### src/rtl/mu0_control.sv
// MU0 control unit: fetch/execute sequencer, opcode decode and datapath steering,
// with a memory-ready stall counter that halts the core on a stuck memory cycle.
module mu0_control #(
    parameter int STALL_LIMIT = 15
) (
    input  logic       Clk,
    input  logic       nReset,
    input  logic [3:0] F,
    input  logic       N,
    input  logic       Z,
    input  logic       Mem_Rdy,
    output logic       X_sel,
    output logic       Y_sel,
    output logic       Addr_sel,
    output logic [1:0] M,
    output logic       PC_En,
    output logic       IR_En,
    output logic       Acc_En,
    output logic       MEM_rd,
    output logic       MEM_wr,
    output logic       Halted,
    output logic       Mem_Err
);
    localparam int CNT_W = $clog2(STALL_LIMIT + 2);

    typedef enum logic [1:0] {
        FETCH = 2'd0,
        EXEC  = 2'd1,
        HALT  = 2'd2
    } state_t;

    state_t           state_q, state_d;
    logic [CNT_W-1:0] stall_q, stall_d;
    logic             err_q, err_d;
    logic             mem_cycle;
    logic             timeout;

    always_ff @(posedge Clk or negedge nReset) begin
        if (!nReset) begin
            state_q <= FETCH;
            stall_q <= '0;
            err_q   <= 1'b0;
        end else begin
            state_q <= state_d;
            stall_q <= stall_d;
            err_q   <= err_d;
        end
    end

    assign mem_cycle = MEM_rd | MEM_wr;
    assign timeout   = mem_cycle && !Mem_Rdy && (stall_q == CNT_W'(STALL_LIMIT));

    always_comb begin
        state_d = state_q;
        stall_d = stall_q;
        err_d   = err_q;
        if (Mem_Rdy)
            stall_d = '0;
        else if (mem_cycle && !timeout)
            stall_d = stall_q + 1'b1;

        if (timeout) begin
            err_d   = 1'b1;
            state_d = HALT;
        end else begin
            case (state_q)
                FETCH: if (Mem_Rdy) state_d = EXEC;
                EXEC: begin
                    case (F)
                        4'd0, 4'd1, 4'd2, 4'd3: if (Mem_Rdy) state_d = FETCH;
                        4'd7:                   state_d = HALT;
                        default:                state_d = FETCH;
                    endcase
                end
                HALT:    state_d = HALT;
                default: state_d = FETCH;
            endcase
        end
    end

    always_comb begin
        X_sel    = 1'b0;
        Y_sel    = 1'b0;
        Addr_sel = 1'b0;
        M        = 2'b00;
        PC_En    = 1'b0;
        IR_En    = 1'b0;
        Acc_En   = 1'b0;
        MEM_rd   = 1'b0;
        MEM_wr   = 1'b0;
        Halted   = 1'b0;
        case (state_q)
            FETCH: begin
                MEM_rd = 1'b1;
                M      = 2'b10;
                IR_En  = Mem_Rdy;
                PC_En  = Mem_Rdy;
            end
            EXEC: begin
                case (F)
                    4'd0: begin Addr_sel = 1'b1; MEM_rd = 1'b1; Acc_En = Mem_Rdy; end
                    4'd1: begin Addr_sel = 1'b1; MEM_wr = 1'b1; end
                    4'd2: begin
                        Addr_sel = 1'b1; MEM_rd = 1'b1; X_sel = 1'b1;
                        M = 2'b01; Acc_En = Mem_Rdy;
                    end
                    4'd3: begin
                        Addr_sel = 1'b1; MEM_rd = 1'b1; X_sel = 1'b1;
                        M = 2'b11; Acc_En = Mem_Rdy;
                    end
                    4'd4: begin Y_sel = 1'b1; PC_En = 1'b1; end
                    4'd5: begin Y_sel = 1'b1; PC_En = ~N; end
                    4'd6: begin Y_sel = 1'b1; PC_En = ~Z; end
                    default: ;
                endcase
            end
            HALT:    Halted = 1'b1;
            default: ;
        endcase
        // Selects keep their FETCH values in reset; only enables and strobes are forced off.
        if (!nReset) begin
            PC_En  = 1'b0;
            IR_En  = 1'b0;
            Acc_En = 1'b0;
            MEM_rd = 1'b0;
            MEM_wr = 1'b0;
            Halted = 1'b0;
        end
    end

    assign Mem_Err = err_q;
endmodule

### config.mk
export PLATFORM = sky130hd
export DESIGN_NAME = mu0_control
export DESIGN_NICKNAME = d
export VERILOG_FILES = /design/src/rtl/mu0_control.sv
export SDC_FILE = /design/constraint.sdc
export NUM_CORES = 1
export LEC_CHECK = 0
export CAP_MARGIN = 5
export CORE_AREA = 2 2 43 61
export CTS_BUF_LIST = sky130_fd_sc_hd__clkbuf_4
export DETAILED_ROUTE_END_ITERATION = 12
export DIE_AREA = 0 0 45 63
export PLACE_DENSITY = 0.47
export RECOVER_POWER = 25
export REMOVE_ABC_BUFFERS = 1
export SLEW_MARGIN = 30
export SYNTH_ARGS = -nofsm -noshare
export SYNTH_HDL_FRONTEND = slang
export SYNTH_SLANG_ARGS = --single-unit
### constraint.sdc
create_clock -name Clk -period 6.1 [get_ports Clk]
set_clock_uncertainty 0.15 [all_clocks]
set_input_delay 1.525 -clock Clk [delete_from_list [all_inputs] [get_ports Clk]]
set_output_delay 1.525 -clock Clk [all_outputs]
set_load 0.01 [all_outputs]
==> run metrics, run 1 <==
CP Cell Sequence clkdlybuf4s50_1 > nor4b_1 > nand2_1 > nor2_1 > clkdlybuf4s50_1; Max stage delay cell, worst path nor4b_1; final wirelength 1330 µm; crit path kind in2out; Unique masters post-synth 31; Worst Path Required roughly 4.4 ns; fraction of registers with async set/reset 100%; GRT Residual Overflow 0; GPL Wtd Cong 0.710; max-slew violation count 0; period utilization around 86%; DIE HEIGHT 63 µm; Tightest Pin Transition 0.808 ns; RSZ-0062 raised after global routing no; TritonCTS clock tree built; CTS Sinks 8; critical path launch point type input pin; Final nets 102; IO Count 21; Post-DRT Antenna Nets 0; WP data arrival about 3.6 ns; status complete, no violations; area leader, netlist dfrtp_1; TritonRoute pass-1 iters 2; layout cell share with drive strength beyond 1 7.87%; power density over the cells 179 mW/mm²; Area Overhead vs Synth 43.8%; Critical Path Most Common Cell clkdlybuf4s50_1; first-pass GRT wire length 2480 µm; Worst IR Drop VDD 0.000109 V; Setup Fix Bufs, Post-CTS 0; CTS clk-pin slew, worst paths roughly 0.060 ns; Cells after Synth 67; largest net degree at the start of global routing 12; HPWL after DPL 1060 µm; Crit path max-delay family simple AND/OR/NAND/NOR gates; ys flop type dfrtp_1; Fmax roughly 0.19 GHz; Mapped Area between 500 and 600 µm²; Synth area leaders dfrtp_1 (36%), a21oi_1 (6.3%), ha_1 (4.5%); max_slew headroom 45.4%; final total power around 0.14 mW; Post-synth EDFFs 0; number of global-route vias before repair 555; setup violators final 0; worst-path fanout max 6; synth cell count leaders dfrtp_1 (8), a21oi_1 (7), nor2_1 (6); endpoint class of the critical path output pin; Starting DRT DRC Count 16; Horiz. Die Dim 45 µm; fill count 253; most frequent cell after synthesis dfrtp_1; antenna violations before repair 0; die area 0.00284 mm²; Bufs and invs on worst path 2; Row Count 21; Synth warnings 0; worst min-delay path class reg2reg; Residual DRC 0; Initial Util about a quarter; Hold Fails Final Rpt 0; standby leakage power 0.324 nW; port bufs 20; Yosys top cell area share a little over a third; min Tclk post-route between 5 and 6 ns; CTS max path bufs 2; antenna cell count 0; Num CTS Buffers 3; syn avg cell area slightly above 8 µm²; clock latency on the worst-skew pair 0.26 ns; post-cts resize count 0; Synth Register Bits 8; max incr delay on CP 0.74 ns; Core Box Area between 0.002 and 0.0025 mm²; clk root buf clkbuf_4; GRT Total Usage between 10 and 15%; Vias/cell 4.88; Seq/Total Area, Yosys ~36%; H-tree lvl count 1; MaxCap Viol Count 0; Routed WL per cell 11.8 µm; Hold Buf Count CTS 0; total number of vias 547; setup total negative slack 0 ns
-- logic make-up (layout without fill, tap and decap cells) --
family	after synthesis	count (layout)	share of synthesized area [%]
adder cells (fa/ha/maj)	2	2	4.49
flip-flops	8	8	36.0
buffers and inverters	5	27	4.04
multiplexers	1	1	2.02
AND/OR/NAND/NOR	33	33	33.9
AO/OA/AOI/OAI	18	18	19.6
-- layer usage --
metal / up-vias / routed length (µm) / share of wire, % / global-route usage, %
li1: 287 / - / - / -
met1: 249 / 605 / 46 / 15.0
met2: 9 / 660 / 50 / 17.3
met3: 2 / 35 / 2.6 / 1.45
met4: 0 / 23 / 1.7 / 5.51
met5: - / 0 / 0 / 0
-- area by class of cell --
type	instances	area, µm²	share of cell area [%]
Tap cell	23	28.8	3.59
Inverter	3	11.3	1.41
Clock buffer	3	22.5	2.81
Timing Repair Buffer	21	204	25.5
Multi-Input combinational cell	54	334	41.7
Sequential cell	8	200	25.0
-- cells in the final DEF, fill, tap and decap left out, types with 2 or more instances in the layout --
cell             count
a21oi_1              7
and2_1               2
clkbuf_4             3
clkdlybuf4s50_1     19
dfrtp_1              8
ha_1                 2
inv_1                3
nand2_1              5
nand2b_1             3
nand3_1              4
nor2_1               6
nor2b_1              2
o21ai_0              5
-- registers in the layout (all words and copies together), names as in the netlist --
name / count
state_q: 2
Mem_Err: 1
stall_q: 5
-- per-stage QoR --
step | cell area [µm²] | std cells | utilization [%] | hold WS (ns) | setup slack, ns
floorplan | 546 | 65 | - | 0.357 | 1.74
global placement | 782 | 109 | 33.8 | 0.313 | 0.896
detailed placement | 782 | 109 | 33.8 | 0.322 | 0.838
CTS | 805 | 112 | 34.8 | 0.335 | 0.840
global route | 801 | 112 | 34.6 | 0.350 | 0.577
finish | 801 | 112 | 34.6 | 0.330 | 0.834
-- final timing paths --
kind,slack (ns),to,cells past startpoint,startpoint
max,0.83,Acc_En,5,F[3]
min,0.33,Mem_Err,1,Mem_Err
max reg2reg,3.83,stall_q[3],6,stall_q[0]
min reg2reg,0.33,Mem_Err,1,Mem_Err
max in group asynchronous,3.82,Mem_Err,2,nReset
min in group asynchronous,1.42,stall_q[3],1,nReset
-- power breakdown --
part / internal [mW] / switching, mW / total (mW) / leakage (nW)
clock: 0.0226 / 0.0186 / 0.0412 / 0.0138
combinational: 0.0220 / 0.0189 / 0.0408 / 0.202
sequential: 0.0566 / 0.00461 / 0.0613 / 0.108
total: 0.101 / 0.0421 / 0.143 / 0.324
No activity file was read; power rests on OpenSTA's default activity.
==> run 2, diff against run 1 <==
CORE_AREA = 4 4 45 63   (was 2 2 43 61)
DIE_AREA = 0 0 49 67   (was 0 0 45 63)
SLEW_MARGIN = default   (was 30)
==> run 2 against run 1 <==
Effect of this change: global-route usage fell by 1.3 points; count of clock-buffer cells in the layout stayed put; register-to-register slack lost 0.03 ns; sequential power increased by 0.7%; clock power grew 5.6%; fmax down 0.55%; wire length increased by 11%; highest routed layer unchanged.
==> run metrics, run 2 (synthesis gave the netlist of run 1 again) <==
first-pass GRT wire length 2550 µm; critical path launch point type input pin; Worst IR Drop VDD ~0.000073 V; min Tclk post-route 5.30 ns; Post-DRT Antenna Nets 0; H-tree lvl count 1; max reg flops 5; largest net degree at the start of global routing 13; Row Count 21; GPL Wtd Cong 0.762; Starting DRT DRC Count 22; max-slew violation count 0; Core Box Area 0.00231 mm²; TritonCTS clock tree built; endpoint class of the critical path output pin; RSZ-0062 raised after global routing no; antenna violations before repair 0; IO Count 21; setup violators final 0; max incr delay on CP 0.79 ns; Vias/cell 5.11; max_slew headroom 41.9%; Metal-1 WL between 600 and 700 µm; Num CTS Buffers 3; antenna cell count 0; fill count 230; Tightest Pin Transition 0.860 ns; port bufs 20; final wirelength approximately 1500 µm; die area between 0.003 and 0.004 mm²; CTS max path bufs 2; Critical Path Most Common Cell clkdlybuf4s50_1; crit path kind in2out; Final nets 102; Setup Fix Bufs, Post-CTS 0; clk root buf clkbuf_4; metal3 WL about 70 µm; status complete, no violations; Area Overhead vs Synth 43.8%; worst min-delay path class reg2reg; power density over the cells 183 mW/mm²; Initial Util 24.1%; setup total negative slack 0 ns; GRT Residual Overflow 0; worst-path fanout max 6; standby leakage power 0.324 nW; flip-flop and latch area 200 µm²; HPWL after DPL 1110 µm; WL met2 slightly below 700 µm; number of global-route vias before repair between 500 and 600; R2R setup slack 3.80 ns; most frequent cells in the layout clkdlybuf4s50_1 (19), dfrtp_1 (8), a21oi_1 (7), nor2_1 (6); Max stage delay cell, worst path nor4b_1; MaxCap Viol Count 0; GRT Total Usage 10.0%; Hold Buf Count CTS 0; Residual DRC 0; post-cts resize count 0; Biggest register stall_q; CTS Sinks 8; Fmax ~0.19 GHz; Worst Path Required roughly 4.4 ns; WP data arrival 3.62 ns; DIE HEIGHT 67 µm; Horiz. Die Dim a little under 50 µm; worst hold slack 0.332 ns; Hold Fails Final Rpt 0; total number of vias 572; CTS clk-pin slew, worst paths 0.05 ns; highest metal used met4; TritonRoute pass-1 iters 4; CP Cell Sequence clkdlybuf4s50_1 > nor4b_1 > nand2_1 > nor2_1 > clkdlybuf4s50_1; multi-input logic area 334 µm²; Routed WL per cell 13.2 µm; layout cell share with drive strength beyond 1 just under 8%; most common cell after layout, fill and taps aside clkdlybuf4s50_1; period utilization 86.8%; clock latency on the worst-skew pair 0.26 ns
[run 2: cell counts in the layout (fill, tap and decap cells not counted)]
Identical to the previous run, type by type.
[run 2: layout make-up]
class,instances,share of cell area (%)
timing repair buffer,21,25.5
tap,23,3.59
clock buffer,3,2.81
multi-input combinational,54,41.7
sequential,8,25.0
inverter,3,1.41
[run 2: report_power, final]
group	internal [mW]	switching (mW)	leakage, nW
registers	0.0566	0.00511	0.108
logic	0.0220	0.0191	0.202
clock network	0.0227	0.0208	0.0138
[run 2: metrics by stage]
stage	utilization, %	setup slack [ns]	std cells	area, µm²	total power, mW
after floorplan	-	1.74	65	546	0.0811
after global placement	33.8	0.875	109	782	0.104
after detailed placement	33.8	0.780	109	782	0.105
after CTS	34.8	0.767	112	805	0.148
after global routing	34.6	0.618	112	801	0.156
final	34.6	0.805	112	801	0.146
[run 2: final timing paths]
path | end | start | cells past startpoint
hold / removal | Mem_Err | Mem_Err | 1
setup / recovery | Acc_En | F[2] | 5
setup reg to reg | stall_q[3] | stall_q[0] | 6
max in group asynchronous | Mem_Err | nReset | 2
hold reg to reg | Mem_Err | Mem_Err | 1
min in group asynchronous | stall_q[1] | nReset | 2
[run 2: critical path: cells and delay by family]
family / cells / cell delay (ns)
buffers and inverters: 2 / 1.01
and+or+nand+nor: 3 / 1.09
[run 2: routing by layer]
layer | GRT usage (%) | up-vias
li1 | - | 286
met1 | 12.6 | 259
met2 | 15.0 | 20
met3 | 1.79 | 7
met4 | 7.41 | 0
met5 | 0 | -
==> RTL edit: new RTL, settings of run 1 <==
Reset style: synchronous (`nReset`), changed in one clocked block.
--- a/src/rtl/mu0_control.sv
+++ b/src/rtl/mu0_control.sv
@@ -35,7 +35,7 @@
     logic             mem_cycle;
     logic             timeout;
 
-    always_ff @(posedge Clk or negedge nReset) begin
+    always_ff @(posedge Clk) begin
         if (!nReset) begin
             state_q <= FETCH;
             stall_q <= '0;
Function: differs if nReset is asserted again (counterexample within 4 cycles, from zero or initial values and one cycle with nReset low); with nReset held inactive, the same outputs for 10 cycles.
==> RTL edit against run 1 <==
- area after synthesis is 8.1% lower
- fmax up 5.2%
- routed wire length grew 1.3%
- total power down 16%
- worst setup slack better by 0.26 ns
- sequential cell count did not move
- final cell count fell by 0.89%
- design area is 5.5% lower
- register-to-register slack better by 0.04 ns
- combinational power decreased by 39%
- highest routed layer unchanged
==> RTL edit: results (changes against run 1) <==
fin_crit_ns: 5.01  # -0.260 ns
grt_max_degree: 11  # -1
whs_ns: 0.307  # -0.0239 ns
synth_area_per_cell_sq_um: 7.75  # -6.7%
synth_async_sr_flop_share_pct: 0  # -100 points
p_leak_nw: 0.268  # -17%
grt.total_usage_pct: 11.2  # -0.11 points
total_wire_length_microns: 1340  # +1.3%
timing.reg2reg.setup_slack_ns: 3.87  # +0.04 ns
yosys.cell_types.count: 24  # -23%
p_int_mw: 0.0894  # -12%
route.detailed.vias_per_inst: 4.88  # about the same
timing.critical_path.slowest_cell_delay_ns: 0.55  # -0.19 ns
sequentialPower_mw: 0.0553  # -9.8%
tightestPinTransition_ns: 0.560  # -0.247 ns
worst_ep_arrival_time_ns: 3.33  # -0.26 ns
vdd_drop_max_uv: 59.4  # -45%
outcome: "finished, final reports clean"
timing.critical_path.max_delay_family: "buffers and inverters"
cts_post_setup_buffers_inserted: 0  # unchanged
final_nets: 101  # -0.98%
power.combinational.fraction_pct: 20.8  # -7.7 points
drt-pass1-iter-count: 2  # unchanged
drive_above_1_share_pct: 4.55  # -3.3 points
synth.top_cells.by_count: "sky130_fd_sc_hd__a21oi_1 (11), sky130_fd_sc_hd__dfxtp_1 (8), sky130_fd_sc_hd__nor2_1 (6)"
worstHoldPathType: "flop to flop"
regMostFlops: "stall_q"
cts_made_buffers: 3  # unchanged
final.fill_count: 261  # +3.2%
final_antenna_net_count: 0  # unchanged
pre_cts_slack_ns: 1.06  # +0.227 ns
placed_cells: 108  # -0.92%
initialDrtViolationCount: 6  # -10
gpl.final_weighted_congestion: 0.688  # -3.2%
cts_root_buffer: "sky130_fd_sc_hd__clkbuf_4"
synthFlopType: "sky130_fd_sc_hd__dfxtp_1"
ys_seq_area_share_pct: 31.3  # -4.7 points
total_power_mw: 0.120  # -16%
cp_max_fo: 5  # -1
post_synth_main_area_contributors: "sky130_fd_sc_hd__dfxtp_1 (31%), sky130_fd_sc_hd__a21oi_1 (11%), sky130_fd_sc_hd__ha_1 (4.9%)"
cts.reportedPaths.clkPinSlew_ns: 0.05
grt_pass1_wl_microns: 2390  # -3.6%
drt-wirelength-per-cell_microns: 12.1  # +2.2%
hpwl_microns: 1090  # +3.1%
RTL edit: changes by cell type after synthesis, moves of 2 or more:
| cell | before | now |
|---|---|---|
| sky130_fd_sc_hd__nor2b_1 | 2 | 0 |
| sky130_fd_sc_hd__o21a_1 | 1 | 3 |
| sky130_fd_sc_hd__o21ai_0 | 5 | 3 |
| sky130_fd_sc_hd__a21oi_1 | 7 | 11 |
| sky130_fd_sc_hd__dfxtp_1 | 0 | 8 |
| sky130_fd_sc_hd__dfrtp_1 | 8 | 0 |
RTL edit: layer usage:
layer	wire length [microns]	global-route usage, %	part of all wire, %
met1	583	12.9	43
met2	641	17.7	48
met3	97	3.18	7.2
met4	19	6.25	1.4
met5	0	0	0
RTL edit: logic make-up after synthesis:
kind of cell | Yosys count | synth area share, %
AND/OR/NAND/NOR | 30 | 35.4
adder cells (fa/ha/maj) | 2 | 4.89
flip-flops | 8 | 31.3
buffers and inverters | 4 | 2.93
AO/OA/AOI/OAI | 22 | 25.4
RTL edit: metrics by stage:
| stage | cell area [sq um] | util, % |
|---|---|---|
| 2_1_floorplan | 508 | - |
| 3_3_place_gp | 737 | 31.9 |
| 3_5_place_dp | 737 | 31.9 |
| 4_1_cts | 759 | 32.8 |
| 5_1_grt | 757 | 32.7 |
| 6_report | 757 | 32.7 |
RTL edit: final cells by class:
cell class | count | share of cell area [%]
Multi-Input combinational cell | 54 | 44.1
Timing Repair Buffer | 20 | 26.4
Tap cell | 23 | 3.80
Inverter | 3 | 1.49
Clock buffer | 3 | 2.98
Sequential cell | 8 | 21.2
RTL edit: final timing paths:
check                           startpoint    endpoint  cells after the start
worst max-delay path                  F[3]      Acc_En                      5
worst min-delay path               Mem_Err     Mem_Err                      1
worst max register to register  stall_q[0]  stall_q[3]                      6
worst min register to register     Mem_Err     Mem_Err                      1
